==> config.mk <==
export PLATFORM = sky130hd
export DESIGN_NAME = exec_monitor
export DESIGN_NICKNAME = d
export VERILOG_FILES = /design/src/rtl/exec_monitor.sv
export SDC_FILE = /design/constraint.sdc
export NUM_CORES = 1
export LEC_CHECK = 0
export BUFFER_PORTS_ARGS = -buffer_cell sky130_fd_sc_hd__buf_2
export CORE_UTILIZATION = 42
export DETAILED_ROUTE_END_ITERATION = 12
export SYNTH_ARGS = -nofsm -noshare
export SYNTH_HDL_FRONTEND = slang
export SYNTH_SLANG_ARGS = --single-unit
==> constraint.sdc <==
create_clock -name clock -period 6.03 [get_ports clock]
set_input_delay 0.3015 -clock clock [delete_from_list [all_inputs] [get_ports clock]]
set_output_delay 0.3015 -clock clock [all_outputs]
set_load 0.01 [all_outputs]
==> src/rtl/exec_monitor.sv <==
// exec_monitor: cycle/event counters, PC-stable halt detection and RUN timeout with a registered read port.
// Define MONITOR_TRACE_EN to add an 8-entry circular trace of fetched PCs.
module exec_monitor #(
    parameter int HALT_CYCLES = 10,
    parameter int MAX_CYCLES  = 5000,
    parameter int CNT_W       = 32
) (
    input  logic        clock,
    input  logic        reset,
    input  logic        start,
    input  logic [31:0] pc_current,
    input  logic        branch_taken,
    input  logic        stall,
    input  logic [1:0]  forward_a,
    input  logic [1:0]  forward_b,
    input  logic [2:0]  rd_addr,
    output logic [31:0] rd_data,
    output logic [1:0]  state,
    output logic        halted,
    output logic        timeout,
    output logic [31:0] halt_pc,
    input  logic [2:0]  trace_idx,
    output logic [31:0] trace_data
);

    typedef enum logic [1:0] {
        IDLE    = 2'd0,
        RUN     = 2'd1,
        HALTED  = 2'd2,
        TIMEOUT = 2'd3
    } state_t;

    localparam int STABLE_W = $clog2(HALT_CYCLES + 1);

    state_t              cur_state;
    logic [CNT_W-1:0]    cycle_cnt;
    logic [CNT_W-1:0]    stall_cnt;
    logic [CNT_W-1:0]    branch_cnt;
    logic [CNT_W-1:0]    fwd_cnt;
    logic [CNT_W-1:0]    retired_cnt;
    logic [STABLE_W-1:0] stable;
    logic [31:0]         prev_pc;

    logic                pc_match;
    logic                halt_hit;
    logic                timeout_hit;
    logic [CNT_W-1:0]    cycle_next;
    logic [31:0]         rd_mux;

    function automatic logic [CNT_W-1:0] sat_inc(input logic [CNT_W-1:0] v, input logic en);
        return (en && (v != '1)) ? v + CNT_W'(1) : v;
    endfunction

    assign pc_match    = (pc_current == prev_pc);
    assign cycle_next  = sat_inc(cycle_cnt, 1'b1);
    assign halt_hit    = pc_match && (stable == STABLE_W'(HALT_CYCLES - 1));
    assign timeout_hit = (32'(cycle_next) == 32'(MAX_CYCLES));

    assign state   = cur_state;
    assign halted  = (cur_state == HALTED);
    assign timeout = (cur_state == TIMEOUT);

    // NOTE: sequential state uses non-blocking assignments so every register samples pre-edge values.
    always_ff @(posedge clock) begin
        if (!reset) begin
            cur_state   <= IDLE;
            cycle_cnt   <= '0;
            stall_cnt   <= '0;
            branch_cnt  <= '0;
            fwd_cnt     <= '0;
            retired_cnt <= '0;
            stable      <= '0;
            prev_pc     <= '0;
            halt_pc     <= '0;
        end else if (start) begin
            cur_state   <= RUN;
            cycle_cnt   <= '0;
            stall_cnt   <= '0;
            branch_cnt  <= '0;
            fwd_cnt     <= '0;
            retired_cnt <= '0;
            stable      <= '0;
            prev_pc     <= pc_current;
            halt_pc     <= '0;
        end else if (cur_state == RUN) begin
            cycle_cnt   <= cycle_next;
            stall_cnt   <= sat_inc(stall_cnt, stall);
            branch_cnt  <= sat_inc(branch_cnt, branch_taken);
            fwd_cnt     <= sat_inc(fwd_cnt, (forward_a != 2'd0) || (forward_b != 2'd0));
            retired_cnt <= sat_inc(retired_cnt, !stall && !pc_match);
            prev_pc     <= pc_current;
            if (!pc_match)
                stable <= '0;
            else if (stable != STABLE_W'(HALT_CYCLES))
                stable <= stable + STABLE_W'(1);
            // Halt takes priority when both limits are reached on the same edge.
            if (halt_hit) begin
                cur_state <= HALTED;
                halt_pc   <= pc_current;
            end else if (timeout_hit) begin
                cur_state <= TIMEOUT;
                halt_pc   <= pc_current;
            end
        end
    end

    // NOTE: the default assignment first keeps this combinational block from inferring a latch.
    always_comb begin
        rd_mux = '0;
        case (rd_addr)
            3'd0:    rd_mux = 32'(cycle_cnt);
            3'd1:    rd_mux = 32'(stall_cnt);
            3'd2:    rd_mux = 32'(branch_cnt);
            3'd3:    rd_mux = 32'(fwd_cnt);
            3'd4:    rd_mux = 32'(retired_cnt);
            3'd5:    rd_mux = halt_pc;
            3'd6:    rd_mux = {30'b0, cur_state};
            default: rd_mux = '0;
        endcase
    end

    always_ff @(posedge clock) begin
        if (!reset)
            rd_data <= '0;
        else
            rd_data <= rd_mux;
    end

`ifdef MONITOR_TRACE_EN
    logic [31:0] trace_mem [8];
    logic [7:0]  trace_valid;
    logic [2:0]  trace_wptr;
    logic [2:0]  trace_rptr;
    logic        trace_wr;

    assign trace_rptr = trace_wptr - 3'd1 - trace_idx;
    assign trace_wr   = reset && !start && (cur_state == RUN) && !pc_match;

    // NOTE: the trace array has no reset; trace_valid masks unwritten entries so the array can map to RAM.
    always_ff @(posedge clock) begin
        if (trace_wr)
            trace_mem[trace_wptr] <= pc_current;
    end

    always_ff @(posedge clock) begin
        if (!reset) begin
            trace_valid <= '0;
            trace_wptr  <= '0;
            trace_data  <= '0;
        end else begin
            trace_data <= trace_valid[trace_rptr] ? trace_mem[trace_rptr] : '0;
            if (start) begin
                trace_valid <= '0;
                trace_wptr  <= '0;
            end else if (trace_wr) begin
                trace_valid[trace_wptr] <= 1'b1;
                trace_wptr              <= trace_wptr + 3'd1;
            end
        end
    end
`else
    logic unused_trace_idx;
    assign unused_trace_idx = ^trace_idx;
    assign trace_data       = '0;
`endif

endmodule
==> results.sh, run 1 <==
export IMPL_p_per_area_mw_per_mm2=243.1
export IMPL_worstSetupPathType="reg2reg"
export IMPL_cts_setup_buffers=0
export IMPL_synth_area_sq_mm=0.01385
export IMPL_final_setup_worst_slack_ns=2.236
export IMPL_crit_end="halt_pc[15]"
export IMPL_slew_headroom=0.3446
export IMPL_rsz0062_at_grt="no"
export IMPL_fp_dieW_um=183.6
export IMPL_seq_area_frac_synth=0.3787
export IMPL_crit_cells=10
export IMPL_pin_count=147
export IMPL_min_from="pc_current[14]"
export IMPL_max_freq_mhz=263.6
export IMPL_worst_endpoint_arrival_ns=4.23
export IMPL_crit_family="simple AND/OR/NAND/NOR gates"
export IMPL_placed_area_sq_mm=0.01453
export IMPL_antenna_found_initial=0
export IMPL_ys_warn_count=0
export IMPL_grt_util_met2=0.3908
export IMPL_finalSetupViolCount=0
export IMPL_synth_area_leader_cell="dfxtp_1"
export IMPL_rows=66
export IMPL_grt_max_degree=81
export IMPL_fin_skew_ns=0.01279
export IMPL_n_antenna_cell=0
export IMPL_slew_violations=0
export IMPL_wirelength_mm=42.20
export IMPL_fp_dieArea_sq_mm=0.03370
export IMPL_worst_path_max_fanout=65
export IMPL_hold_path_class="in2reg"
export IMPL_area_growth_syn_to_layout_pct=12.09
export IMPL_grt_overflow=0
export IMPL_fp_coreArea_sq_mm=0.03245
export IMPL_synth_common_cells="262 x dfxtp_1, 207 x nor2_1, 175 x nand2_1, 108 x xor2_1, 101 x nand3_1"
export IMPL_reg2regPathDepth=10
export IMPL_cts_sinks=262
export IMPL_status="finished, final reports clean"
export IMPL_port_buffers=111
export IMPL_first_iter_violations=1073
export IMPL_synth_edff_count=0
export IMPL_required_ns=6.47
export IMPL_clock_latency_ns=0.56
export IMPL_first_pass_iters=5
export IMPL_initial_utilization=0.4267
export IMPL_min_path_cells=3
export IMPL_use_met1=0.3472
export IMPL_grt_pass1_vias=11437
export IMPL_viasPerCell=5.677
export IMPL_worst_pin_slew_ns=0.9725
export IMPL_ys_async_sr_fraction=0
export IMPL_synthFlopType="dfxtp_1"
export IMPL_gp_congestion=0.9522
export IMPL_hold_worst_slack_ns=0.03260
export IMPL_path_cells="ha_1 -> and3_1 -> nand4_1 -> nor3_1 -> mux2i_1 -> o2111ai_1 -> nor4_4 -> buf_4 -> nand2b_1 -> nand3_1"
export IMPL_cts_tree="yes"
export IMPL_grt_busiest_layer="met2"
export IMPL_post_cts_resized=0
export IMPL_synth_seq_cells=262
export IMPL_synth_cell_types=63
export IMPL_ir_worst_vdd_mv=0.2117
export IMPL_cts_made_buffers=30
export IMPL_cap_violations=0
export IMPL_met3_usage=0.02734
export IMPL_htree_levels=1
export IMPL_rr_endpoint="halt_pc[15]"
export IMPL_clk_pin_slew_worst_paths_ns=0.06
export IMPL_pre_cts_ws_ns=2.390
export IMPL_syn_area_per_cell_sq_um=8.009
export IMPL_dpl_hpwl_mm=29.89
export IMPL_cp_startpoint="cycle_cnt[0]"
export IMPL_synth_top_area_share=0.3787
export IMPL_nNetsFinal=1827
export IMPL_hold_violations=0
export IMPL_r2r_setup_slack_ns=2.24
export IMPL_stdcell_area_sq_mm=0.01552
export IMPL_cts_root_buf="clkbuf_16"
export IMPL_nFillCells=3206
export IMPL_period_minus_slack_ns=3.794
export IMPL_power_leakage_nw=5.638
export IMPL_slowest_delay_ns=0.59
export IMPL_critPathLaunchType="register"
export IMPL_path_buf_inv=1
export IMPL_die_h_um=183.6
export IMPL_remaining_drc_errors=0
export IMPL_route_vias_total=12699
export IMPL_fin_setup_tns_ns=0
export IMPL_drive_above_1_share=0.1192
export IMPL_cp_end_kind="register"
export IMPL_synthTopCellsByArea="dfxtp_1 38%, xor2_1 6.8%, nor2_1 5.6%, a22oi_1 5.0%, nand2_1 4.7%"
export IMPL_syn_inst=1729
export IMPL_wl_per_cell_um=18.86
export IMPL_hold_buffers=0
export IMPL_yosys_cell_count_top_type="dfxtp_1"
export IMPL_period_share=0.6291
export IMPL_track_usage=0.2480
export IMPL_crit_slowest_cell="nand4_1"
export IMPL_regToRegStartpoint="cycle_cnt[0]"
export IMPL_ant_nets=0
export IMPL_cts_buffer_depth=3
export IMPL_grt_pass1_wl_mm=65.73
where the power goes:
part	switching, mW	total [mW]	internal, mW
clock	0.751	1.83	1.07
sequential	0.0121	1.76	1.75
combinational	0.138	0.190	0.0517
cells in the final DEF, fill, tap and decap left out, types with 31 or more instances in the layout:
cell / count
or3_1: 31
dfxtp_1: 262
a21boi_0: 34
clkbuf_16: 31
conb_1: 32
xor2_1: 108
nand4_1: 79
nand2_1: 175
and3_1: 65
xnor2_1: 62
nand2b_1: 36
a21oi_1: 60
nand3_1: 101
a31oi_1: 34
a22oi_1: 92
o21ai_0: 31
buf_2: 111
nor2_1: 205
through the flow:
| stage | util | power, mW | std cells |
|---|---|---|---|
| 3_5_place_dp | 0.4477 | 1.985 | 2182 |
| 3_3_place_gp | 0.4477 | 1.982 | 2182 |
| 4_1_cts | 0.4783 | 3.806 | 2237 |
| 5_1_grt | 0.4783 | 3.893 | 2237 |
| 6_report | 0.4783 | 3.774 | 2237 |
| 2_1_floorplan | - | 1.926 | 1760 |
sequential cells by signal, indices dropped and copies added (netlist names):
| register | count |
|---|---|
| rd_data | 32 |
| retired_cnt | 32 |
| cycle_cnt | 32 |
| branch_cnt | 32 |
| prev_pc | 32 |
| stable | 4 |
| stall_cnt | 32 |
| halt_pc | 32 |
| state | 2 |
| fwd_cnt | 32 |
cell families after synthesis:
kind of cell | after synthesis | share of synthesized area
AOI/OAI and AO/OA | 287 | 0.1395
xor gates and xnor gates | 170 | 0.1075
adders and majority gates | 8 | 0.007228
buffers and inverters | 177 | 0.06180
DFF | 262 | 0.3787
muxes | 12 | 0.008855
other | 1 | 0.0002708
and+or+nand+nor | 812 | 0.2961
tightest hold or removal path, cell delays in order:
cell and delay (ns):
buf_2 0.12, nand2_1 0.05, a21boi_0 0.06
layer usage:
layer | wire [um] | up-vias | part of all wire
li1 | - | 6112 | -
met2 | 18920 | 390 | 0.45
met3 | 2459 | 97 | 0.058
met5 | 0 | - | 0
met4 | 1609 | 0 | 0.038
met1 | 19210 | 6100 | 0.46
final cells by class:
cell class	count	area, sq um	area share
multi-input cells	1321	7920	0.5102
flip-flops and latches	262	5245	0.3379
clock buffers	43	900.9	0.05804
repair buffers	133	720.7	0.04643
well taps	442	553.0	0.03563
clock inverters	12	92.59	0.005965
inverters	24	90.09	0.005804
worst min path at each step:
stage	end
finish	prev_pc[14]
global route	prev_pc[14]
CTS	prev_pc[14]
detailed placement	prev_pc[18]
global placement	prev_pc[6]
floorplan	state[0]
Note: power is estimated with default switching activity, not from simulation.
==> run 2, diff against run 1 <==
- clock period: 6.03 -> 3.2 ns (I/O delays scaled with it)
==> results.sh, run 2 (synthesized netlist as in run 1, its figures left out) <==
export IMPL_path_common_cell="nand4_1"
export IMPL_antenna_found_initial=0
export IMPL_ant_nets=0
export IMPL_fp_dieArea_sq_mm=0.03370
export IMPL_dpl_hpwl_mm=31.07
export IMPL_cts_tree="yes"
export IMPL_viasPerCell=5.602
export IMPL_period_minus_slack_ns=3.040
export IMPL_slowest_delay_ns=0.59
export IMPL_cts_made_buffers=29
export IMPL_pin_count=147
export IMPL_power_mw=7.145
export IMPL_cap_violations=0
export IMPL_worst_endpoint_arrival_ns=3.54
export IMPL_status="finished, final reports clean"
export IMPL_grt_busiest_layer="met2"
export IMPL_min_to="rd_data[0]"
export IMPL_htree_levels=1
export IMPL_cts_buffer_depth=3
export IMPL_min_from="rd_addr[2]"
export IMPL_remaining_drc_errors=0
export IMPL_initial_utilization=0.4267
export IMPL_slew_violations=0
export IMPL_fin_skew_ns=0.02395
export IMPL_ir_worst_vdd_mv=0.3446
export IMPL_area_growth_syn_to_layout_pct=17.92
export IMPL_worst_path_max_fanout=32
export IMPL_final_common_cell="dfxtp_1"
export IMPL_power_leakage_nw=6.070
export IMPL_track_usage=0.2529
export IMPL_nNetsFinal=1911
export IMPL_finalSetupViolCount=0
export IMPL_worst_pin_slew_ns=0.9701
export IMPL_n_antenna_cell=0
export IMPL_grt_pass1_vias=11629
export IMPL_clk_pin_slew_worst_paths_ns=0.06
export IMPL_gp_congestion=0.9317
export IMPL_cp_end_kind="register"
export IMPL_first_iter_violations=1120
export IMPL_crit_family="simple AND/OR/NAND/NOR gates"
export IMPL_r2r_setup_slack_ns=0.16
export IMPL_use_met1=0.3512
export IMPL_port_buffers=111
export IMPL_grt_util_met2=0.3903
export IMPL_crit_slowest_cell="dfxtp_1"
export IMPL_final_setup_worst_slack_ns=0.1596
export IMPL_grt_pass1_wl_mm=66.69
export IMPL_p_per_area_mw_per_mm2=437.6
export IMPL_grt_overflow=0
export IMPL_period_share=0.9501
export IMPL_drive_above_1_share=0.1396
export IMPL_min_path_cells=3
export IMPL_clock_latency_ns=0.57
export IMPL_slew_headroom=0.3483
export IMPL_cts_sinks=262
export IMPL_first_pass_iters=7
export IMPL_grt_max_degree=108
export IMPL_worstSetupPathType="reg2reg"
export IMPL_hold_path_class="in2reg"
export IMPL_max_freq_mhz=328.9
export IMPL_reg2regPathDepth=10
export IMPL_rows=66
export IMPL_route_vias_total=12991
export IMPL_critPathLaunchType="register"
export IMPL_wl_per_cell_um=18.89
export IMPL_regToRegStartpoint="cycle_cnt[18]"
export IMPL_pre_cts_ws_ns=0.2147
export IMPL_required_ns=3.70
export IMPL_path_buf_inv=2
export IMPL_fp_coreArea_sq_mm=0.03245
export IMPL_rr_endpoint="halt_pc[15]"
export IMPL_hold_violations=0
export IMPL_die_h_um=183.6
export IMPL_wirelength_mm=43.81
export IMPL_met3_usage=0.04120
export IMPL_path_cells="nand4_1 -> or4_4 -> o211ai_1 -> xnor2_1 -> o2111ai_1 -> nor4_4 -> buf_4 -> buf_8 -> nand4_1 -> nand3_1"
export IMPL_cts_root_buf="clkbuf_16"
export IMPL_final_cell_mix="262 x dfxtp_1, 204 x nor2_1, 175 x nand2_1, 111 x buf_2, 108 x xor2_1"
export IMPL_fp_dieW_um=183.6
-- run 2: cell count changes in the layout (fill, tap and decap cells not counted), sizes merged --
cell | previous run | this run
clkbuf | 43 | 44
inv | 24 | 25
clkinvlp | 3 | 1
dlygate4sd3 | 0 | 36
bufinv | 1 | 2
clkinv | 8 | 5
buf | 133 | 181
-- run 2: how the worst max path moves through the flow --
stage,startpoint,endpoint,slack (ns),cells past startpoint
final,cycle_cnt[18],halt_pc[15],0.16,10
after global routing,cycle_cnt[1],state[1],-0.01,11
after CTS,cycle_cnt[8],halt_pc[16],0.19,9
after detailed placement,cycle_cnt[17],halt_pc[4],0.21,9
after global placement,cycle_cnt[17],halt_pc[29],0.24,9
after floorplan,cycle_cnt[16],halt_pc[0],0.61,11
-- run 2: metal layers --
metal  vias to the layer above  routed length (um)
li1                       6277                   -
met4                         0                1595
met1                      6185               19920
met3                        77                2879
met2                       452               19420
met5                         -                   0
-- run 2: area by class of cell --
type	count	area [sq um]
Fill cell	3072	16120
Clock inverter	9	101.3
Multi-Input combinational cell	1321	7925
Tap cell	442	553.0
Inverter	24	90.09
Sequential cell	262	5245
Clock buffer	43	878.3
Timing Repair Buffer	218	1536
-- run 2: timing repair --
action	CTS	global route
hold buffers	36	0
setup endpoints to repair	0	28
setup buffers	0	4
hold endpoints to repair	65	0
gates resized for setup	0	5
-- run 2: stage by stage --
stage	instances	hold WS (ns)	instance area, sq um	utilization	setup TNS (ns)
2_1_floorplan	1760	0.2838	13960	-	0
3_3_place_gp	2226	0.4571	14930	0.4599	0
3_5_place_dp	2226	0.4655	14930	0.4599	0
4_1_cts	2314	0.07345	16270	0.5012	0
5_1_grt	2319	0.1288	16330	0.5032	-0.01424
6_report	2319	0.09886	16330	0.5032	0
-- run 2: worst min-delay path, cell delays in order --
cell	delay (ns)
buf_2	0.19
nand2_1	0.09
a31oi_1	0.14
-- run 2: report_power, final --
group	internal (mW)	total, mW	leakage (nW)	switching [mW]
combinational	0.141	0.414	3.47	0.272
clock	2.04	3.42	0.486	1.37
sequential	3.29	3.31	2.12	0.0216
total	5.48	7.15	6.07	1.67
==> run 3, diff against run 2 <==
- CELL_PAD_IN_SITES_DETAIL_PLACEMENT: not set -> 1
- CELL_PAD_IN_SITES_GLOBAL_PLACEMENT: not set -> 2
- CORE_UTILIZATION: 42 -> 32
- GPL_ROUTABILITY_DRIVEN: not set -> 0
- PLACE_DENSITY_LB_ADDON: not set -> 0.1
==> results.sh, run 3 (synthesized netlist as in run 1, its figures left out) <==
export IMPL_min_path_cells=4
export IMPL_stdcell_area_sq_mm=0.01662
export IMPL_worstSetupPathType="reg2reg"
export IMPL_final_cell_mix="259 x dfxtp_1, 205 x nor2_1, 175 x nand2_1, 111 x buf_2, 108 x xor2_1"
export IMPL_hold_violations=0
export IMPL_grt_overflow=0
export IMPL_pin_count=147
export IMPL_finalNonFillerCells=2460
export IMPL_min_from="stall"
export IMPL_cts_sinks=262
export IMPL_cts_root_buf="clkbuf_16"
export IMPL_cp_end_kind="register"
export IMPL_ant_nets=0
export IMPL_cts_buffer_depth=3
export IMPL_worst_path_max_fanout=32
export IMPL_clock_latency_ns=0.56
export IMPL_grt_max_degree=89
export IMPL_slew_headroom=0.3264
export IMPL_power_mw=7.543
export IMPL_dpl_hpwl_mm=38.55
export IMPL_initial_utilization=0.3272
export IMPL_rows=75
export IMPL_r2r_setup_slack_ns=0.06
export IMPL_ir_worst_vdd_mv=0.3434
export IMPL_slew_violations=0
export IMPL_worst_pin_slew_ns=1.003
export IMPL_min_to="stall_cnt[1]"
export IMPL_fp_coreArea_sq_mm=0.04232
export IMPL_port_buffers=111
export IMPL_nNetsFinal=1919
export IMPL_finalSetupViolCount=0
export IMPL_fin_skew_ns=0.03120
export IMPL_max_freq_mhz=318.7
export IMPL_first_pass_iters=5
export IMPL_wl_per_cell_um=21.99
export IMPL_cts_tree="yes"
export IMPL_place_inst=2367
export IMPL_period_share=0.9807
export IMPL_grt_pass1_wl_mm=80.31
export IMPL_worst_endpoint_arrival_ns=3.55
export IMPL_route_vias_total=13270
export IMPL_drive_above_1_share=0.1424
export IMPL_grt_pass1_vias=12835
export IMPL_rr_endpoint="halt_pc[17]"
export IMPL_area_growth_syn_to_layout_pct=20.04
export IMPL_cts_made_buffers=34
export IMPL_fp_dieW_um=210.0
export IMPL_regToRegStartpoint="cycle_cnt[0]"
export IMPL_cap_violations=0
export IMPL_reg2regPathDepth=11
export IMPL_viasPerCell=5.394
export IMPL_wirelength_mm=54.10
export IMPL_required_ns=3.62
export IMPL_die_h_um=210.0
export IMPL_critPathLaunchType="register"
export IMPL_period_minus_slack_ns=3.138
export IMPL_track_usage=0.2406
export IMPL_final_util=0.3928
export IMPL_first_iter_violations=743
export IMPL_p_per_area_mw_per_mm2=453.7
export IMPL_htree_levels=2
export IMPL_antenna_found_initial=1
export IMPL_remaining_drc_errors=0
export IMPL_placed_area_sq_mm=0.01515
export IMPL_nFillCells=5099
export IMPL_power_leakage_nw=6.127
export IMPL_hold_path_class="in2reg"
export IMPL_status="finished, final reports clean"
export IMPL_clk_pin_slew_worst_paths_ns=0.06
export IMPL_fp_dieArea_sq_mm=0.04411
export IMPL_final_common_cell="dfxtp_1"
run 3: timing repair:
item                       in CTS  in global routing
buffers inserted                0                  3
hold buffers                   34                  0
hold endpoints to repair       65                  0
gates resized for setup         0                  8
setup endpoints to repair       0                  7
run 3: final cells by class:
class	instances	area (sq um)	area share
Inverter	24	90.09	0.005419
Tap cell	577	721.9	0.04343
Sequential cell	262	5249	0.3157
Antenna cell	1	2.502	0.0001505
Multi-Input combinational cell	1321	7925	0.4767
Timing Repair Buffer	221	1567	0.09423
Clock inverter	2	38.79	0.002333
Clock buffer	52	1030	0.06195
run 3: critical path: stages, from the launching register on:
cell and delay (ns):
dfxtp_1 0.34, ha_2 0.25, and3_1 0.23, nand4_1 0.28
or3_4 0.50, mux2i_1 0.26, nand4_1 0.20, nor4_4 0.31
buf_4 0.20, buf_8 0.25, nand2b_1 0.14, nand3_1 0.06
run 3: where the power goes:
group          internal (mW)  switching, mW  total [mW]
registers               3.29         0.0233        3.32
logic                  0.138          0.292       0.430
clock network           2.28           1.52        3.80
total                   5.71           1.83        7.54
run 3: worst max path at each step:
| stage | startpoint | endpoint | slack, ns | depth (start not counted) |
|---|---|---|---|---|
| floorplan | cycle_cnt[16] | halt_pc[0] | 0.61 | 11 |
| global placement | cycle_cnt[1] | halt_pc[17] | 0.22 | 10 |
| detailed placement | cycle_cnt[0] | halt_pc[22] | 0.19 | 10 |
| CTS | cycle_cnt[0] | halt_pc[14] | 0.16 | 10 |
| global route | cycle_cnt[0] | halt_pc[8] | -0.02 | 11 |
| finish | cycle_cnt[0] | halt_pc[17] | 0.06 | 11 |
run 3: per-stage QoR:
step	setup slack, ns	setup TNS (ns)	hold slack [ns]
after global routing	-0.01886	-0.04679	0.1393
after detailed placement	0.1910	0	0.4703
final	0.06181	0	0.1186
after floorplan	0.6065	0	0.2838
after global placement	0.2154	0	0.4574
after CTS	0.1590	0	0.06785
run 3: layer usage:
layer | vias to the layer above | global-route usage | share of wire
met5 | - | 0 | 0.00022
met4 | 2 | 0.09590 | 0.034
met1 | 6644 | 0.3280 | 0.47
li1 | 6286 | - | -
met3 | 80 | 0.03352 | 0.038
met2 | 258 | 0.3823 | 0.45
